`config.mk`:
```
export PLATFORM = sky130hd
export DESIGN_NAME = episode_history
export DESIGN_NICKNAME = d
export VERILOG_FILES = /design/src/rtl/episode_pkg.sv /design/src/rtl/vote_argmax.sv /design/src/rtl/episode_history.sv
export SDC_FILE = /design/constraint.sdc
export NUM_CORES = 1
export LEC_CHECK = 0
export CAP_MARGIN = 20
export CORE_AREA = 2 2 95 97
export CTS_CLUSTER_SIZE = 30
export DETAILED_ROUTE_END_ITERATION = 16
export DIE_AREA = 0 0 97 99
export GPL_TIMING_DRIVEN = 0
export PLACE_DENSITY = 0.75
export SLEW_MARGIN = 30
export SYNTH_ARGS = -nofsm -noshare
export SYNTH_HDL_FRONTEND = slang
export SYNTH_SLANG_ARGS = --single-unit
export TNS_END_PERCENT = 100
```
`constraint.sdc`:
```
create_clock -name clk -period 8.55 [get_ports clk]
set_input_delay 0.855 -clock clk [delete_from_list [all_inputs] [get_ports clk]]
set_output_delay 0.855 -clock clk [all_outputs]
set_load 0.01 [all_outputs]
```
`src/rtl/episode_pkg.sv`:
```
// Shared constants and types for the theta-episode history block and its
// argmax helper.
package episode_pkg;
    localparam int N_PAT_DEF  = 6;
    localparam int IDX_W_DEF  = 3;
    localparam int VOTE_W_DEF = 4;
    localparam int DEPTH_DEF  = 4;

    localparam int TIE_LOWEST = 0;
    localparam int TIE_STICKY = 1;

    typedef struct packed {
        logic [IDX_W_DEF-1:0]  winner;
        logic [VOTE_W_DEF-1:0] strength;
    } hist_entry_t;
endpackage

```
`src/rtl/vote_argmax.sv`:
```
// Combinational argmax over per-pattern vote counts.
// Ties go to the lowest index, or to prev_winner in sticky mode.
module vote_argmax
    import episode_pkg::*;
#(
    parameter int N_PAT    = N_PAT_DEF,
    parameter int VOTE_W   = VOTE_W_DEF,
    parameter int IDX_W    = IDX_W_DEF,
    parameter int TIE_MODE = TIE_LOWEST
) (
    input  logic [N_PAT-1:0][VOTE_W-1:0] votes,
    input  logic [IDX_W-1:0]             prev_winner,
    input  logic                         prev_valid,
    output logic [IDX_W-1:0]             winner,
    output logic [VOTE_W-1:0]            strength
);
    logic [IDX_W-1:0]  best_w;
    logic [VOTE_W-1:0] best_s;

    always_comb begin
        best_w = '0;
        best_s = votes[0];
        // Strict greater-than keeps the lowest index among equal maxima.
        for (int i = 1; i < N_PAT; i++) begin
            if (votes[i] > best_s) begin
                best_w = IDX_W'(i);
                best_s = votes[i];
            end
        end
        if (TIE_MODE == TIE_STICKY && prev_valid) begin
            for (int i = 0; i < N_PAT; i++) begin
                if (prev_winner == IDX_W'(i) && votes[i] == best_s)
                    best_w = IDX_W'(i);
            end
        end
        winner   = best_w;
        strength = best_s;
    end
endmodule

```
`src/rtl/episode_history.sv`:
```
// Per-theta-episode vote summariser: accumulates gamma winner votes, commits
// the argmax into a ring history, and reports confidence and streak length.
module episode_history
    import episode_pkg::*;
#(
    parameter int N_PAT     = N_PAT_DEF,
    parameter int IDX_W     = IDX_W_DEF,
    parameter int VOTE_W    = VOTE_W_DEF,
    parameter int DEPTH     = DEPTH_DEF,
    parameter int AGE_W     = 2,
    parameter int MIN_VOTES = 4,
    parameter int TIE_MODE  = TIE_LOWEST
) (
    input  logic              clk,
    input  logic              rst,
    input  logic              gamma_tick,
    input  logic              theta_tick,
    input  logic              win_valid,
    input  logic [IDX_W-1:0]  current_winner,
    input  logic [AGE_W-1:0]  rd_age,
    output logic [IDX_W-1:0]  ep_winner,
    output logic [VOTE_W-1:0] ep_strength,
    output logic              ep_valid,
    output logic              ep_confident,
    output logic [AGE_W:0]    streak_len,
    output logic [IDX_W-1:0]  hist_winner,
    output logic [VOTE_W-1:0] hist_strength,
    output logic              hist_valid,
    output logic [VOTE_W-1:0] gamma_cnt,
    output logic              overflow
);
    typedef struct packed {
        logic [IDX_W-1:0]  winner;
        logic [VOTE_W-1:0] strength;
    } entry_t;

    localparam logic [VOTE_W-1:0] VOTE_MAX = '1;

    logic [N_PAT-1:0][VOTE_W-1:0] votes, close_votes;
    entry_t                       hist [DEPTH];
    logic [DEPTH-1:0]             hist_vld;
    logic [AGE_W-1:0]             wr_ptr, rd_idx;
    logic                         accept, sat_hit, new_conf;
    logic [IDX_W-1:0]             win_w;
    logic [VOTE_W-1:0]            win_s;
    logic [AGE_W:0]               streak_nxt;

    assign accept = gamma_tick & win_valid &
                    ({1'b0, current_winner} < (IDX_W+1)'(N_PAT));

    // Closing set includes this cycle's vote so a coincident gamma lands in
    // the episode being committed.
    always_comb begin
        close_votes = votes;
        sat_hit     = 1'b0;
        if (accept) begin
            for (int i = 0; i < N_PAT; i++) begin
                if (current_winner == IDX_W'(i)) begin
                    if (votes[i] == VOTE_MAX) sat_hit = 1'b1;
                    else close_votes[i] = votes[i] + VOTE_W'(1);
                end
            end
        end
    end

    vote_argmax #(
        .N_PAT(N_PAT), .VOTE_W(VOTE_W), .IDX_W(IDX_W), .TIE_MODE(TIE_MODE)
    ) u_argmax (
        .votes(close_votes),
        .prev_winner(ep_winner),
        .prev_valid(ep_valid),
        .winner(win_w),
        .strength(win_s)
    );

    assign new_conf = win_s >= VOTE_W'(MIN_VOTES);

    always_comb begin
        streak_nxt = '0;
        if (new_conf && ep_confident && win_w == ep_winner)
            streak_nxt = (streak_len == (AGE_W+1)'(DEPTH)) ? streak_len
                                                           : streak_len + (AGE_W+1)'(1);
        else if (new_conf)
            streak_nxt = (AGE_W+1)'(1);
    end

    always_ff @(posedge clk) begin
        if (rst) begin
            votes       <= '0;
            gamma_cnt   <= '0;
            overflow    <= 1'b0;
            wr_ptr      <= '0;
            hist_vld    <= '0;
            ep_winner   <= '0;
            ep_strength <= '0;
            ep_valid    <= 1'b0;
            streak_len  <= '0;
            for (int i = 0; i < DEPTH; i++) hist[i] <= '0;
        end else begin
            if (sat_hit) overflow <= 1'b1;
            if (theta_tick) begin
                hist[wr_ptr]     <= '{winner: win_w, strength: win_s};
                hist_vld[wr_ptr] <= 1'b1;
                wr_ptr           <= wr_ptr + AGE_W'(1);
                ep_winner        <= win_w;
                ep_strength      <= win_s;
                ep_valid         <= 1'b1;
                streak_len       <= streak_nxt;
                votes            <= '0;
                gamma_cnt        <= '0;
            end else begin
                votes <= close_votes;
                if (accept && gamma_cnt != VOTE_MAX) gamma_cnt <= gamma_cnt + VOTE_W'(1);
            end
        end
    end

    assign ep_confident  = ep_valid && (ep_strength >= VOTE_W'(MIN_VOTES));
    assign rd_idx        = wr_ptr - AGE_W'(1) - rd_age;
    assign hist_winner   = hist[rd_idx].winner;
    assign hist_strength = hist[rd_idx].strength;
    assign hist_valid    = hist_vld[rd_idx];
endmodule
```
==> impl_metrics.tcl, run 1 <==
set metrics [dict create \
    outcome "complete, but fails checks" \
    violations "negative setup slack" \
    grt_util_met1_pct 23.9 \
    required_ns 8.82 \
    htree_levels 3 \
    grt_busiest_layer "met2" \
    finClkSkew_ns 0.0109 \
    timing.hold.ws_ns 0.449 \
    cts.path.max_buffers 2 \
    gp_congestion 0.914 \
    drt_iter0_markers 240 \
    max-slew-margin-rel_pct 46.2 \
    nets 576 \
    setup_viol 1 \
    route.detailed.drc 0 \
    synth_edf_count 28 \
    syn_inst 461 \
    first_global_vias 3765 \
    synthTopCellsByCount "nor2_1, dfxtp_1, nand2_1" \
    area_growth_pct 32.9 \
    n_antenna_cell 0 \
    clock_latency_ns 0.36 \
    fin_crit_sh_pct 100 \
    grt_pass1_wl_um 16900 \
    cp-start-kind "primary input" \
    grt_max_degree 14 \
    grt_use_met3_pct 3.33 \
    ys_types 68 \
    worst_slew_pin_slew_ns 0.801 \
    worst_slack_ns -0.0186 \
    synthFlopType "dfxtp_1" \
    max_cap_viol_count 0 \
    synth_nets 500 \
    ys_warn_count 0 \
    synth_largest_area_cell "dfxtp_1" \
    ys_ff_latch 74 \
    ff2ff_path_depth 44 \
    hold_viol 0 \
    drive_above_1_share_pct 28.8 \
    cts_tree "done" \
    fmax_mhz 117 \
    tns_ns -0.0186 \
    vias 3951 \
    hold_class "reg -> reg" \
    p_total_uw 887 \
    grtUsageTotal_pct 21.5 \
    routedWlPerCell_um 18.2 \
    grt_use_met2_pct 39.9 \
    syn-cell-area_um2 4420 \
    die_area_um2 9600 \
    min_period_ns 8.57 \
    yosysMostFrequentCell "nor2_1" \
    ant_nets 0 \
    overflow 0 \
    wl_um 11800 \
    critPathMaxStageDelay_ns 0.52 \
    num_rows 34 \
    cts_sinks 74 \
    dr.pass1.iters 4 \
    dpl_worst_slack_ns -1.63 \
    async_reset_ff_share_pct 0 \
    clk_pin_slew_ns 0.08 \
    worstSetupPathType "in -> reg" \
    timing.critical_path.mode_cell "a21oi_2" \
    cts_buffers 9 \
    maxSlewViolCount 0 \
    cts_root_buffer "clkbuf_8" \
    cp-end-kind "flip-flop" \
    core_area_um2 8550 \
    antenna_found_initial 0 \
    ir_drop_uv 98.7 \
    viasPerCell 6.08 \
    yosysTopAreaCellShare_pct 20.8 \
    holdPathStages 2 \
    slowest_stage "or4_4" \
    worst-endpoint-arrival_ns 8.84 \
    boundaryPins 35 \
    p_per_area_nw_per_um2 151 \
    hold_buffers 0 \
    avgSynthCellArea_um2 9.59 \
    die_w_um 97 \
    fin_util_pct 68.7 \
    hpwl_um 7330 \
    synth.yosys.seq_area_share_pct 39.8 \
    crit_fanout 8 \
    die-height_um 99 \
    netlist_top_cells_area "dfxtp_1, edfxtp_1, ha_1, nor2_1, mux4_2" \
    cellLeakagePower_uw 0.00237 \
    port_buffers 31 \
    start_util_pct 51.7 \
]
[registers in the layout (all words and copies together) (netlist names)]
| name | cells |
|---|---|
| hist_vld | 4 |
| overflow | 1 |
| streak_len | 3 |
| wr_ptr | 2 |
| ep_valid | 1 |
| gamma_cnt | 4 |
| votes | 24 |
| hist | 28 |
| ep_strength | 4 |
| ep_winner | 3 |
[metrics by stage]
stage               cells  cell area, µm²
detailed placement    600            4900
global placement      600            4900
floorplan             461            4450
finish                650            5880
CTS                   632            5380
global route          650            5880
[per-layer routing]
layer / wire [µm] / part of all wire, % / up-vias
li1: - / - / 1843
met1: 4510 / 38 / 1914
met2: 6270 / 53 / 142
met3: 546 / 4.6 / 52
met4: 517 / 4.4 / 0
met5: 0 / 0 / -
[placed cells by master, fill, tap and decap left out, types with 15 or more instances in the layout]
cell,synthesis,routed
dfxtp_1,46,44
nand3_1,23,17
inv_1,27,23
ha_1,29,19
clkdlybuf4s50_1,0,27
edfxtp_1,28,28
buf_4,0,33
a21oi_1,22,16
nor2_1,73,71
nand2b_1,16,15
nand2_1,30,24
[report_power, final]
group,leakage (µW),switching [µW],internal (µW)
Clock,0.000113,137,164
Combinational,0.00160,98.5,97.7
Sequential,0.000665,8.70,381
[cell families after synthesis]
kind of cell	after synthesis	share of synthesized area, %
AO/OA/AOI/OAI	84	13.3
XOR/XNOR	12	2.38
adder cells (fa/ha/maj)	30	8.43
buffers and inverters	36	3.08
flip-flops	74	39.8
multiplexers	42	12.9
AND/OR/NAND/NOR	183	20.1
[final cells by class]
cell class,count,area (µm²)
repair buffers,65,604
inverters,27,101
well taps,108,135
plain buffers,9,41.3
clock buffers,9,124
flip-flops and latches,74,1760
multi-input cells,351,3010
fillers,599,2670
clock inverters,7,92.6
[critical path: cells and delay by family]
kind,cells,cell delay (ns)
adder cells (fa/ha/maj),5,1.42
multiplexers,6,1.67
AO/OA/AOI/OAI,16,2.42
AND/OR/NAND/NOR,13,1.96
buffers and inverters,4,0.50
[final timing paths]
kind	end	slack (ns)	start
max	streak_len[2]	-0.02	current_winner[2]
min	ep_strength[1]	0.45	ep_strength[1]
max reg2reg	streak_len[2]	-0.02	votes[4]
min reg2reg	ep_strength[1]	0.45	ep_strength[1]
[repair_timing]
item / 4_1_cts / 5_1_grt
gates resized for setup: 46 / 82
cloned: 0 / 0
pin swaps: 3 / 35
endpoints found under the setup margin: 38 / 33
setup buffers: 16 / 18
Note: power is estimated with default switching activity, not from simulation.
==> run 2, diff against run 1 <==
CTS_BUF_LIST = sky130_fd_sc_hd__clkbuf_8   (was not set)
==> results of run 2 <==
Same layout as run 1: the final DEF is identical, and so are final timing and power.
==> run 3, diff against run 2 <==
CAP_MARGIN = not set   (was 20)
==> results of run 3 <==
Same layout as run 1: the final DEF is identical, and so are final timing and power.
